**config.mk**
```make
export PLATFORM = sky130hd
export DESIGN_NAME = mp_add_sequencer
export DESIGN_NICKNAME = d
export VERILOG_FILES = /design/src/rtl/mp_add_sequencer.sv
export SDC_FILE = /design/constraint.sdc
export NUM_CORES = 1
export LEC_CHECK = 0
export CORE_ASPECT_RATIO = 1.75
export CORE_UTILIZATION = 50
export CTS_CLUSTER_SIZE = 24
export DETAILED_ROUTE_END_ITERATION = 8
export PLACE_DENSITY = 0.8
export SKIP_LAST_GASP = 1
export SYNTH_ARGS = -nofsm -noshare
export SYNTH_HDL_FRONTEND = slang
export SYNTH_SLANG_ARGS = --single-unit
```
**constraint.sdc**
```tcl
create_clock -name clk -period 3.5 [get_ports clk]
set_input_delay 0.7 -clock clk [delete_from_list [all_inputs] [get_ports clk]]
set_output_delay 0.7 -clock clk [all_outputs]
set_load 0.1 [all_outputs]
```
**src/rtl/mp_add_sequencer.sv**
```systemverilog
// Multi-precision add/subtract sequencer: one WIDTH-bit carry-lookahead slice
// is reused over WORDS cycles, least-significant word first.

module mp_add_cla_slice #(
  parameter int WIDTH = 4
) (
  input  logic [WIDTH-1:0] a,
  input  logic [WIDTH-1:0] b,
  input  logic             cin,
  output logic [WIDTH-1:0] sum,
  output logic             cout
);

  logic [WIDTH-1:0] gen;
  logic [WIDTH-1:0] prop;
  logic [WIDTH:0]   carry;
  logic             run;

  // Every carry is a flat sum-of-products of generate/propagate terms and cin,
  // so no carry depends on a lower carry bit.
  always_comb begin
    gen   = a & b;
    prop  = a ^ b;
    carry = '0;
    run   = 1'b0;
    carry[0] = cin;
    for (int i = 0; i < WIDTH; i++) begin
      carry[i+1] = gen[i];
      run = prop[i];
      for (int j = i - 1; j >= 0; j--) begin
        carry[i+1] = carry[i+1] | (run & gen[j]);
        run = run & prop[j];
      end
      carry[i+1] = carry[i+1] | (run & cin);
    end
    sum  = prop ^ carry[WIDTH-1:0];
    cout = carry[WIDTH];
  end

endmodule

module mp_add_sequencer #(
  parameter int WIDTH = 4,
  parameter int WORDS = 4
) (
  input  logic                   clk,
  input  logic                   rst,
  input  logic                   in_valid,
  output logic                   in_ready,
  input  logic [WIDTH*WORDS-1:0] in_a,
  input  logic [WIDTH*WORDS-1:0] in_b,
  input  logic                   in_sub,
  output logic                   out_valid,
  input  logic                   out_ready,
  output logic [WIDTH*WORDS-1:0] out_sum,
  output logic                   out_cout,
  output logic                   busy
);

  localparam int N    = WIDTH * WORDS;
  localparam int IDXW = $clog2(WORDS);

  typedef enum logic [1:0] {
    ST_IDLE = 2'd0,
    ST_RUN  = 2'd1,
    ST_DONE = 2'd2
  } state_t;

  state_t            state_q;
  state_t            state_d;
  logic [N-1:0]      a_q;
  logic [N-1:0]      b_q;
  logic              sub_q;
  logic [IDXW-1:0]   idx_q;
  logic              carry_q;
  logic [N-1:0]      sum_q;
  logic              cout_q;

  logic [WIDTH-1:0]  word_a;
  logic [WIDTH-1:0]  word_b;
  logic [WIDTH-1:0]  word_b_eff;
  logic [WIDTH-1:0]  slice_sum;
  logic              slice_cout;
  logic              last_word;

  assign last_word = (idx_q == IDXW'(WORDS - 1));

  always_comb begin
    word_a = '0;
    word_b = '0;
    for (int w = 0; w < WORDS; w++) begin
      if (idx_q == IDXW'(w)) begin
        word_a = a_q[w*WIDTH +: WIDTH];
        word_b = b_q[w*WIDTH +: WIDTH];
      end
    end
    word_b_eff = word_b ^ {WIDTH{sub_q}};
  end

  mp_add_cla_slice #(
    .WIDTH(WIDTH)
  ) u_slice (
    .a    (word_a),
    .b    (word_b_eff),
    .cin  (carry_q),
    .sum  (slice_sum),
    .cout (slice_cout)
  );

  always_ff @(posedge clk or posedge rst) begin
    if (rst) begin
      state_q <= ST_IDLE;
    end else begin
      state_q <= state_d;
    end
  end

  always_comb begin
    state_d   = state_q;
    in_ready  = 1'b0;
    out_valid = 1'b0;
    busy      = 1'b0;
    case (state_q)
      ST_IDLE: begin
        in_ready = 1'b1;
        if (in_valid) begin
          state_d = ST_RUN;
        end
      end
      ST_RUN: begin
        busy = 1'b1;
        if (last_word) begin
          state_d = ST_DONE;
        end
      end
      ST_DONE: begin
        busy      = 1'b1;
        out_valid = 1'b1;
        if (out_ready) begin
          state_d = ST_IDLE;
        end
      end
      default: begin
        state_d = ST_IDLE;
      end
    endcase
  end

  // The MSB word's carry only feeds out_cout; the carry register keeps the
  // word 2 carry so it never leaks into a later operation's chain.
  always_ff @(posedge clk or posedge rst) begin
    if (rst) begin
      a_q     <= '0;
      b_q     <= '0;
      sub_q   <= 1'b0;
      idx_q   <= '0;
      carry_q <= 1'b0;
      sum_q   <= '0;
      cout_q  <= 1'b0;
    end else begin
      case (state_q)
        ST_IDLE: begin
          if (in_valid) begin
            a_q     <= in_a;
            b_q     <= in_b;
            sub_q   <= in_sub;
            carry_q <= in_sub;
            idx_q   <= '0;
          end
        end
        ST_RUN: begin
          for (int w = 0; w < WORDS; w++) begin
            if (idx_q == IDXW'(w)) begin
              sum_q[w*WIDTH +: WIDTH] <= slice_sum;
            end
          end
          if (last_word) begin
            cout_q <= slice_cout;
            idx_q  <= '0;
          end else begin
            carry_q <= slice_cout;
            idx_q   <= idx_q + IDXW'(1);
          end
        end
        default: begin
        end
      endcase
    end
  end

  assign out_sum  = sum_q;
  assign out_cout = cout_q;

endmodule
```
# Word level (Yosys, flattened, before mapping)
# Index checks and enable logic that the tools add are counted.
[word_totals]
output_inout_bits = 20
elab_cells = 84
reg_bits = 55
[classes]
mux = 21
n_reduce_logical = 12
n_eq_ne = 9
bitwise_logic = 30
n_addsub = 1
[ops]
columns = ["operator", "count"]
rows = [
  ["two-way mux 4 bit", 8],
  ["AND 1 bit", 16],
  ["AND reduction 2 bit", 6],
  ["bitwise XOR 4 bit", 3],
  ["two-way mux 2 bit", 5],
  ["OR 1 bit", 10],
  ["!= test 2 bit, second input constant", 4],
  ["equality test 2 bit, second input constant", 3],
  ["case mux 2 bit (3 select lines)", 1],
  ["AND reduction 3 bit", 2],
  ["two-way mux 1 bit", 5],
  ["AND 4 bit", 1],
  ["equality test 2 x 1 -> 1 bit, second input constant", 2],
  ["logical NOT 2 bit", 2],
  ["case mux 2 bit (2 select lines)", 1],
  ["adder 2 x 1 -> 2 bit, second input constant", 1],
  ["case mux 1 bit (2 select lines)", 1],
  ["nonzero test 2 bit", 1],
  ["OR reduction 2 bit", 1],
]

# Depth between registers and ports, before layout
# Gate-level depths: netlist (run 1).
[depth]
depth_word = 14
mapped_depth = 12
depth_no_buf = 11

# Hierarchy
# From an unflattened synthesis (run 1), not the netlist that was laid out.
[hier_totals]
hier_cells = 205
hier_area_um2 = 2721.4
[modules_own_cells]
columns = ["module", "cells_each", "area_per_inst_um2", "n_inst", "seq_area_each_um2"]
rows = [
  ["mp_add_sequencer", 188, 2573.7, 1, 1376.3],
  ["mp_add_cla_slice", 17, 147.6, 1, 0.0],
]

# Least setup slack after synthesis (run 1)
# No wires, ideal clock.
[synth_timing]
kind = "register to register"
start = "register idx_q[1]"
end = "register sum_q[10] (netlist: out_sum[10])"
path_stages_with_launch = 13
setup_time_ns = 0.126
slack_ns = 1.035
path_buffers = 1
t_arrival_ns = 2.339
path_cell_list = "dfrtp_1 inv_1 ha_1 buf_4 nand2_1 a21oi_1 a21oi_1 o21ai_0 ha_1 a21o_2 a21oi_2 xnor2_1 mux2_2"
[synth_via]
elab_chain_cells = 11
elab_cells_between_ends = 22
classes_between = "eq/ne (3); mux (8); bitwise (9); reduce/logical (2)"
[synth_rtl]
columns = ["item", "line", "source"]
rows = [
  ["start, declared", "74", "logic [IDXW-1:0] idx_q;"],
  ["start signal, assigned", "182", "idx_q <= idx_q + IDXW'(1);"],
  ["logical NOT 2 bit", "92", "if (idx_q == IDXW'(w)) begin"],
  ["two-way mux 4 bit (4 in series)", "92", ""],
  ["bitwise XOR 4 bit", "97", "word_b_eff = word_b ^ {WIDTH{sub_q}};"],
  ["bitwise XOR 4 bit or AND 4 bit (tied branches)", "23, 22", ""],
  ["AND 1 bit, on equally long branches", "31, 32", ""],
  ["OR 1 bit or AND 1 bit (tied branches)", "31, 34", ""],
  ["OR 1 bit", "34", "carry[i+1] = carry[i+1] | (run & cin);"],
  ["bitwise XOR 4 bit", "36", "sum = prop ^ carry[WIDTH-1:0];"],
  ["end signal, assigned by index", "174", "sum_q[w*WIDTH +: WIDTH] <= slice_sum;"],
  ["end, declared", "76", "logic [N-1:0] sum_q;"],
]
# Several ways; a longest one is shown, not always the timed one.
# A chain may end at the register's enable or synchronous reset.

# Worst setup path in the final report (run 1)
[layout_timing]
start = "register idx_q[1]"
end = "register sum_q[7] (netlist: out_sum[7])"
[layout_via]
elab_chain_cells = 12
elab_cells_between_ends = 25
classes_between = "eq/ne (3); mux (8); bitwise (12); reduce/logical (2)"
[layout_rtl]
columns = ["item", "line", "source"]
rows = [
  ["logical NOT 2 bit", "92", ""],
  ["two-way mux 4 bit (4 in series)", "92", ""],
  ["bitwise XOR 4 bit", "97", ""],
  ["bitwise XOR 4 bit or AND 4 bit (tied branches)", "23, 22", ""],
  ["AND 1 bit, on equally long branches", "31, 32", ""],
  ["OR 1 bit, or another cell as far along", "31", "carry[i+1] = carry[i+1] | (run & gen[j]);"],
  ["OR 1 bit or AND 1 bit (tied branches)", "31, 34", ""],
  ["OR 1 bit", "34", ""],
  ["bitwise XOR 4 bit", "36", ""],
]
# Several ways; a longest one is shown, not always the timed one.

==> results.sh, run 1 <==
export IMPL_worst_slew_pin_transition_ns=0.980
export IMPL_slew_headroom=0.345
export IMPL_fmax_ghz=0.349
export IMPL_synthXorXnorAreaFrac=0.0233
export IMPL_avgSynthCellArea_um2=11.6
export IMPL_path_max_fanout=17
export IMPL_pin_count=57
export IMPL_wirelength_um=5150
export IMPL_synth_seq_cells=55
export IMPL_rsz0062_at_grt="no"
export IMPL_gp_congestion=0.800
export IMPL_cts_hold_buffers=0
export IMPL_status="complete, but fails checks"
export IMPL_vias_per_cell=5.61
export IMPL_chipHeight_um=98.0
export IMPL_antenna_found_initial=0
export IMPL_drive_gt1_frac=0.204
export IMPL_setup_viol=0
export IMPL_worstPathRequired_ns=3.69
export IMPL_core_area_um2=5020
export IMPL_dp_hpwl_um=3930
export IMPL_start_kind="flip-flop"
export IMPL_r2r_end="out_sum[7]"
export IMPL_netlist_instances=227
export IMPL_diodes=0
export IMPL_clk_pin_slew_worst_paths_ns=0.10
export IMPL_yosys_warnings=0
export IMPL_dieWidth_um=56.9
export IMPL_grt_start_max_net_pins=56
export IMPL_clkLatencyLatePin_ns=0.31
export IMPL_cts_tree="built"
export IMPL_clk_path_buf_depth=2
export IMPL_dp_cells=330
export IMPL_regToRegSetupSlack_ns=0.63
export IMPL_setup_tns_ns=0
export IMPL_cts_resized=0
export IMPL_port_buffers=56
export IMPL_route_detailed_drc=6
export IMPL_cp_end_kind="flip-flop"
export IMPL_cts_setup_buffers=0
export IMPL_vias=1896
export IMPL_synthAdderAreaFrac=0.0599
export IMPL_fin_skew_ns=0.00583
export IMPL_crit_path_start="idx_q[1]"
export IMPL_first_iter_violations=54
export IMPL_worstSetupPathType="flip-flop to flip-flop"
export IMPL_numClockSinks=55
export IMPL_cts_htree_levels=2
export IMPL_synth_mux_area_frac=0.175
export IMPL_firstDrtPassIters=6
export IMPL_timing_final_crit_share=0.819
export IMPL_final_cells=338
export IMPL_reg2reg_depth=11
export IMPL_drv_cap=0
export IMPL_ys_types=29
export IMPL_grt_ovfl_total=0
export IMPL_die_area_um2=5570
export IMPL_drv_slew=0
export IMPL_initial_core_util=0.525
export IMPL_synth_compound_area_frac=0.114
export IMPL_drtAntennaViolNets=0
export IMPL_cts_made_buffers=5
export IMPL_synthSimpleGateAreaFrac=0.0770
export IMPL_crit_path_end="out_sum[7]"
export IMPL_grt_usage=0.206
export IMPL_whs_ns=0.481
export IMPL_wl_per_cell_um=15.2
export IMPL_final_hold_violation_count=0
export IMPL_r2r_start="idx_q[1]"
export IMPL_synthesis_area_um2=2630
export IMPL_grt_pass1_wl_um=8840
export IMPL_cp_arrival_ns=3.05
export IMPL_hold_path_class="flip-flop to flip-flop"
export IMPL_setup_ws_ns=0.633
export IMPL_seq_area_frac_synth=0.523
export IMPL_post_place_ws_ns=0.675
export IMPL_nets=332
export IMPL_cts_root_buffer="clkbuf_8"
export IMPL_synth_top_family_by_area="multiplexers"
export IMPL_violations="DRC"
export IMPL_rows=34
export IMPL_synthesis_nets=276
export IMPL_min_period_ns=2.87
export IMPL_syn2layout_area_growth_pct=27.0
export IMPL_grt_pass1_vias=1965
## cells by family (layout without fill, tap and decap cells)
kind of cell | after synthesis | after routing
compound gates | 48 | 48
xor+xnor | 7 | 7
fa+ha+maj | 12 | 12
buf+inv | 17 | 74
flops | 55 | 55
mux | 41 | 41
simple gates | 47 | 47
## metal layers
| metal | wire length, um | vias to the layer above | part of all wire | track usage |
|---|---|---|---|---|
| met5 | 0 | - | 0 | 0 |
| li1 | - | 908 | - | - |
| met1 | 1930 | 920 | 0.38 | 0.227 |
| met2 | 2940 | 60 | 0.57 | 0.388 |
| met3 | 180 | 8 | 0.035 | 0.0252 |
| met4 | 92 | 0 | 0.018 | 0.0826 |
## layout by cell type (no fill, tap or decap), types with 2 or more instances in the layout
| master | instances |
|---|---|
| nor2b_1 | 3 |
| inv_1 | 7 |
| xnor2_1 | 7 |
| o211ai_1 | 4 |
| a21oi_1 | 13 |
| o221ai_1 | 4 |
| clkdlybuf4s50_1 | 53 |
| nor2_1 | 4 |
| dfrtp_1 | 55 |
| a211oi_1 | 2 |
| nand3b_1 | 4 |
| clkbuf_8 | 6 |
| nand2_1 | 34 |
| o21ai_0 | 18 |
| buf_4 | 5 |
| mux2_2 | 40 |
| ha_1 | 11 |
## metrics by stage
step	cell area (um2)	util
after detailed placement	3220	0.642
after CTS	3350	0.667
final	3350	0.667
after floorplan	2630	-
after global placement	3220	0.642
after global routing	3350	0.667
## layout make-up
class | instances | area [um2]
inverter | 8 | 30.0
tap | 54 | 67.6
clock inverter | 2 | 38.8
timing repair buffer | 58 | 568
clock buffer | 6 | 82.6
fill | 412 | 1670
sequential | 55 | 1380
multi-input combinational | 155 | 1180
## worst min path at each step
stage                 from     endpoint  slack [ns]  cells past startpoint
6_report          out_cout     out_cout        0.48                      2
5_1_grt           out_cout     out_cout        0.51                      2
4_1_cts           out_cout     out_cout        0.49                      2
3_5_place_dp      out_cout     out_cout        0.47                      2
3_3_place_gp   out_sum[13]  out_sum[13]        0.46                      2
2_1_floorplan      a_q[12]      a_q[12]        0.48                      1
## worst max-delay path: stages, from the launching register on
cell and delay (ns):
dfrtp_1 0.43, inv_1 0.09, ha_1 0.46, nand2_1 0.12, a21oi_1 0.19, a21oi_1 0.06, o21ai_0 0.31, ha_1 0.31
a211oi_1 0.25, o21bai_2 0.13, xnor2_1 0.26, o21ai_0 0.13
## cell usage after synthesis (all sizes together)
| library cell | count | area [um2] |
|---|---|---|
| a211oi | 2 | 15.0 |
| a21o | 1 | 8.76 |
| a21oi | 14 | 73.8 |
| a2bb2oi | 1 | 8.76 |
| a32oi | 1 | 8.76 |
| buf | 8 | 41.3 |
| clkbuf | 1 | 3.75 |
| dfrtp | 55 | 1380 |
| fa | 1 | 20.0 |
| ha | 11 | 138 |
| inv | 8 | 30.0 |
| mux2 | 40 | 450 |
| mux2i | 1 | 10.0 |
| nand2 | 35 | 134 |
| nand3b | 4 | 30.0 |
| nor2 | 4 | 15.0 |
| nor2b | 3 | 18.8 |
| nor3 | 1 | 5.00 |
| o211ai | 4 | 30.0 |
| o21ai | 18 | 90.1 |
| o21bai | 1 | 11.3 |
| o221ai | 4 | 35.0 |
| o2bb2ai | 1 | 8.76 |
| o32a | 1 | 10.0 |
| xnor2 | 7 | 61.3 |
## flip-flops by register name, indices dropped and copies added, names as in the netlist
signal / flops
a_q: 16
b_q: 16
carry_q: 1
idx_q: 2
out_cout: 1
out_sum: 16
state_q: 2
sub_q: 1
Power of run 1 is left out: the tool's default activity adds up to more than one toggle a clock period on the data nets, which glitch-free logic cannot reach.
==> run 2: changes to the inputs <==
Clock period 3.5 ns to 3 ns, I/O delays scaled along.
==> run 2 against run 1 <==
  * The flow still finishes with violations (DRC)
  * Critical endpoint is now out_sum[3]
  * Flip-flop and latch count stayed put
  * Routed wire length increased by 3.1%
  * Worst setup slack worse by 0.37 ns
  * Highest routed layer unchanged
  * Clock-buffer cell count is 1 lower
  * First-iteration DRC count rose by 48%
  * Critical path depth unchanged
  * Maximum frequency increased by 4.8%
  * Final cell count increased by 0.59%
  * Via count increased by 0.37%
==> results.sh, run 2 (same netlist as run 1, synthesis figures left out) <==
export IMPL_status="complete, but fails checks"
export IMPL_violations="DRC"
export IMPL_reg2reg_depth=11
export IMPL_min_period_ns=2.74
export IMPL_core_area_um2=5020
export IMPL_fmax_ghz=0.366
export IMPL_vias=1903
export IMPL_syn2layout_area_growth_pct=25.9
export IMPL_final_cell_mix="dfrtp_1 (55), mux2_2 (40), clkdlybuf4s50_1 (36)"
export IMPL_crit_path_start="idx_q[0]"
export IMPL_port_buffers=56
export IMPL_die_area_um2=5570
export IMPL_diodes=0
export IMPL_dieWidth_um=56.9
export IMPL_grt_pass1_vias=1867
export IMPL_worstPathRequired_ns=3.19
export IMPL_cp_arrival_ns=2.93
export IMPL_r2r_end="out_sum[3]"
export IMPL_drv_slew=0
export IMPL_antenna_found_initial=0
export IMPL_clkLatencyLatePin_ns=0.31
export IMPL_numClockSinks=55
export IMPL_grt_usage=0.208
export IMPL_fillers=418
export IMPL_final_common_cell="dfrtp_1"
export IMPL_wl_per_cell_um=15.6
export IMPL_gp_congestion=0.860
export IMPL_drive_gt1_frac=0.280
export IMPL_firstDrtPassIters=6
export IMPL_r2r_start="idx_q[0]"
export IMPL_clk_path_buf_depth=2
export IMPL_cts_htree_levels=2
export IMPL_worst_slew_pin_transition_ns=0.538
export IMPL_setup_tns_ns=0
export IMPL_dp_hpwl_um=4210
export IMPL_nets=334
export IMPL_path_max_fanout=9
export IMPL_route_detailed_drc=6
export IMPL_rsz0062_at_grt="no"
export IMPL_initial_core_util=0.525
export IMPL_rows=34
export IMPL_chipHeight_um=98.0
export IMPL_fin_skew_ns=0.00821
export IMPL_grt_start_max_net_pins=31
export IMPL_cts_root_buffer="clkbuf_8"
export IMPL_worstSetupPathType="flip-flop to flip-flop"
export IMPL_grt_ovfl_total=0
export IMPL_vias_per_cell=5.60
export IMPL_drv_cap=0
export IMPL_timing_final_crit_share=0.912
export IMPL_regArea_um2=1380
export IMPL_final_hold_violation_count=0
export IMPL_regToRegSetupSlack_ns=0.26
export IMPL_cp_end_kind="flip-flop"
export IMPL_slew_headroom=0.641
export IMPL_start_kind="flip-flop"
export IMPL_hold_path_class="flip-flop to flip-flop"
export IMPL_grt_pass1_wl_um=8830
export IMPL_wirelength_um=5310
export IMPL_pin_count=57
export IMPL_cts_tree="built"
export IMPL_first_iter_violations=80
export IMPL_crit_path_end="out_sum[3]"
export IMPL_multi_input_area_um2=1190
export IMPL_drtAntennaViolNets=0
export IMPL_whs_ns=0.485
export IMPL_cts_made_buffers=5
export IMPL_setup_viol=0
export IMPL_clk_pin_slew_worst_paths_ns=0.10
==> run 2: cell types whose count changed in the layout (fill, tap and decap cells not counted) <==
cell             before  now
bufinv_16             1    0
clkbuf_8              6    5
clkinv_2              0    2
ha_2                  0    3
buf_4                 5   22
buf_12                0    2
clkdlybuf4s50_1      53   36
ha_1                 11    8
==> run 2: final cells by class <==
class	count	share of cell area
Sequential cell	55	0.415
Inverter	8	0.00905
Clock buffer	5	0.0207
Clock inverter	3	0.00566
Timing Repair Buffer	60	0.171
Multi-Input combinational cell	155	0.359
Tap cell	54	0.0204
==> run 2: per-layer routing <==
| layer | part of all wire | GRT usage | vias to the layer above |
|---|---|---|---|
| met5 | 0 | 0 | - |
| met4 | 0.031 | 0.0882 | 0 |
| met3 | 0.039 | 0.0291 | 13 |
| met2 | 0.56 | 0.389 | 59 |
| met1 | 0.37 | 0.229 | 918 |
| li1 | - | - | 913 |
==> run 2: how the worst min path moves through the flow <==
stage,startpoint,endpoint,depth (start not counted)
6_report,out_cout,out_cout,2
3_5_place_dp,out_cout,out_cout,2
2_1_floorplan,a_q[12],a_q[12],1
3_3_place_gp,out_sum[15],out_sum[15],2
5_1_grt,out_sum[7],out_sum[7],2
4_1_cts,out_cout,out_cout,2
==> run 2: critical path, cell delays in order, from the launching register on <==
cell	delay, ns
dfrtp_1	0.44
inv_1	0.14
ha_2	0.31
nand2_1	0.08
o211ai_1	0.16
o221ai_1	0.17
xnor2_1	0.26
ha_1	0.30
a211oi_1	0.25
o21bai_2	0.13
xnor2_1	0.25
o21ai_0	0.12
==> run 2: repair_timing <==
| item | 4_1_cts | 5_1_grt |
|---|---|---|
| endpoints found under the setup margin | 0 | 9 |
| resized for setup | 0 | 3 |
| buffers inserted | 0 | 0 |
| hold buffers | 0 | 0 |
==> run 2: metrics by stage <==
step | setup WS [ns] | util | area [um2] | cells
finish | 0.265 | 0.661 | 3320 | 340
global route | 0.0332 | 0.661 | 3320 | 340
CTS | 0.156 | 0.659 | 3310 | 340
detailed placement | 0.175 | 0.642 | 3220 | 332
global placement | 0.326 | 0.642 | 3220 | 332
floorplan | 0.535 | - | 2630 | 227
Power of run 2 is left out for the same reason.
==> run 3: changes to the inputs <==
Settings changed: CORE_UTILIZATION 50 to 54, PLACE_DENSITY 0.8 to 0.85.
Clock period 3 ns to 3.3 ns, I/O delays scaled along.
==> run 3 against run 2 <==
  * Clock skew about the same
  * The flow now finishes without violations
  * Critical path depth unchanged
  * Sequential share of layout area is 0.73 points higher
  * Maximum frequency shrank 7.0%
  * Core utilization rose by 3.8 points
  * Critical path type unchanged
  * Highest routed layer unchanged
  * Cell area is 1.7% lower
  * Global-route usage rose by 2.0 points
==> results.sh, run 3 (same netlist as run 1, synthesis figures left out) <==
export IMPL_status="finished, final reports clean"
export IMPL_whs_path_depth=2
export IMPL_r2r_start="idx_q[0]"
export IMPL_drive_gt1_frac=0.258
export IMPL_numClockSinks=55
export IMPL_cp_end_kind="flip-flop"
export IMPL_start_kind="flip-flop"
export IMPL_route_detailed_drc=0
export IMPL_cts_root_buffer="clkbuf_8"
export IMPL_chipHeight_um=94.4
export IMPL_cp_arrival_ns=3.13
export IMPL_vias_per_cell=5.44
export IMPL_final_common_cell="dfrtp_1"
export IMPL_cts_tree="built"
export IMPL_crit_path_start="idx_q[0]"
export IMPL_first_iter_violations=18
export IMPL_initial_core_util=0.564
export IMPL_cts_resized=0
export IMPL_setup_tns_ns=0
export IMPL_drv_slew=0
export IMPL_gp_congestion=0.852
export IMPL_vias=1823
export IMPL_nets=331
export IMPL_final_hold_violation_count=0
export IMPL_crit_path_end="out_sum[7]"
export IMPL_die_area_um2=5170
export IMPL_port_buffers=56
export IMPL_cts_setup_buffers=0
export IMPL_clk_path_buf_depth=2
export IMPL_diodes=0
export IMPL_clk_pin_slew_worst_paths_ns=0.09
export IMPL_clkLatencyLatePin_ns=0.31
export IMPL_drv_cap=0
export IMPL_path_max_fanout=9
export IMPL_rsz0062_at_grt="no"
export IMPL_firstDrtPassIters=4
export IMPL_rows=33
export IMPL_cts_hold_buffers=0
export IMPL_dp_hpwl_um=3920
export IMPL_worstSetupPathType="flip-flop to flip-flop"
export IMPL_pin_count=57
export IMPL_timing_final_crit_share=0.891
export IMPL_fin_skew_ns=0.00782
export IMPL_wl_per_cell_um=15.1
export IMPL_wirelength_um=5040
export IMPL_grt_ovfl_total=0
export IMPL_setup_viol=0
export IMPL_fmax_ghz=0.340
export IMPL_slew_headroom=0.499
export IMPL_worstPathRequired_ns=3.49
export IMPL_final_cell_mix="dfrtp_1 (55), mux2_2 (40), clkdlybuf4s50_1 (36)"
export IMPL_min_period_ns=2.94
export IMPL_grt_start_max_net_pins=36
export IMPL_worst_slew_pin_transition_ns=0.749
export IMPL_core_area_um2=4670
export IMPL_grt_usage=0.228
export IMPL_syn2layout_area_growth_pct=23.8
export IMPL_grt_pass1_vias=1814
export IMPL_drtAntennaViolNets=0
export IMPL_cts_htree_levels=2
export IMPL_cts_made_buffers=5
export IMPL_regToRegSetupSlack_ns=0.36
export IMPL_hold_path_class="flip-flop to flip-flop"
export IMPL_dieWidth_um=54.8
export IMPL_r2r_end="out_sum[7]"
export IMPL_grt_pass1_wl_um=8230
export IMPL_reg2reg_depth=11
export IMPL_antenna_found_initial=0
run 3: cell types whose count changed in the layout (fill, tap and decap cells not counted):
cell,previous run,this run
clkinv_2,2,0
buf_4,22,21
clkbuf_1,0,2
ha_2,3,1
buf_12,2,0
ha_1,8,10
run 3: area by class of cell:
cell class              instances  area (um2)
multi-input cells             155        1180
repair buffers                 57         518
fillers                       349        1410
clock buffers                   7        76.3
flip-flops and latches         55        1380
inverters                       8        30.0
clock inverters                 1        8.76
well taps                      52        65.1
run 3: worst min path at each step:
stage | from | end | slack (ns)
after floorplan | a_q[12] | a_q[12] | 0.48
after global placement | out_sum[1] | out_sum[1] | 0.46
after detailed placement | out_sum[13] | out_sum[13] | 0.47
after CTS | out_sum[13] | out_sum[13] | 0.49
after global routing | out_sum[15] | out_sum[15] | 0.52
final | out_sum[13] | out_sum[13] | 0.49
run 3: stage by stage:
step / cells / hold WS [ns] / setup WS [ns] / util / instance area, um2
floorplan: 227 / 0.479 / 0.835 / - / 2630
detailed placement: 327 / 0.472 / 0.300 / 0.680 / 3170
global route: 335 / 0.525 / 0.0189 / 0.699 / 3260
finish: 335 / 0.487 / 0.358 / 0.699 / 3260
global placement: 327 / 0.462 / 0.436 / 0.680 / 3170
CTS: 335 / 0.493 / 0.278 / 0.698 / 3260
run 3: worst max-delay path: stages (launching register included):
cell	delay [ns]
dfrtp_1	0.43
inv_1	0.14
ha_1	0.41
nand3b_1	0.14
a21oi_1	0.15
a21oi_1	0.06
o21ai_0	0.40
ha_1	0.32
a211oi_1	0.25
o21bai_2	0.13
xnor2_1	0.27
o21ai_0	0.12
run 3: per-layer routing:
layer | GRT usage | wire length (um) | vias up
li1 | - | - | 906
met1 | 0.254 | 1940 | 868
met2 | 0.397 | 2840 | 41
met3 | 0.0451 | 170 | 8
met4 | 0.103 | 100 | 0
met5 | 0 | 0 | -
Power of run 3 is left out for the same reason.
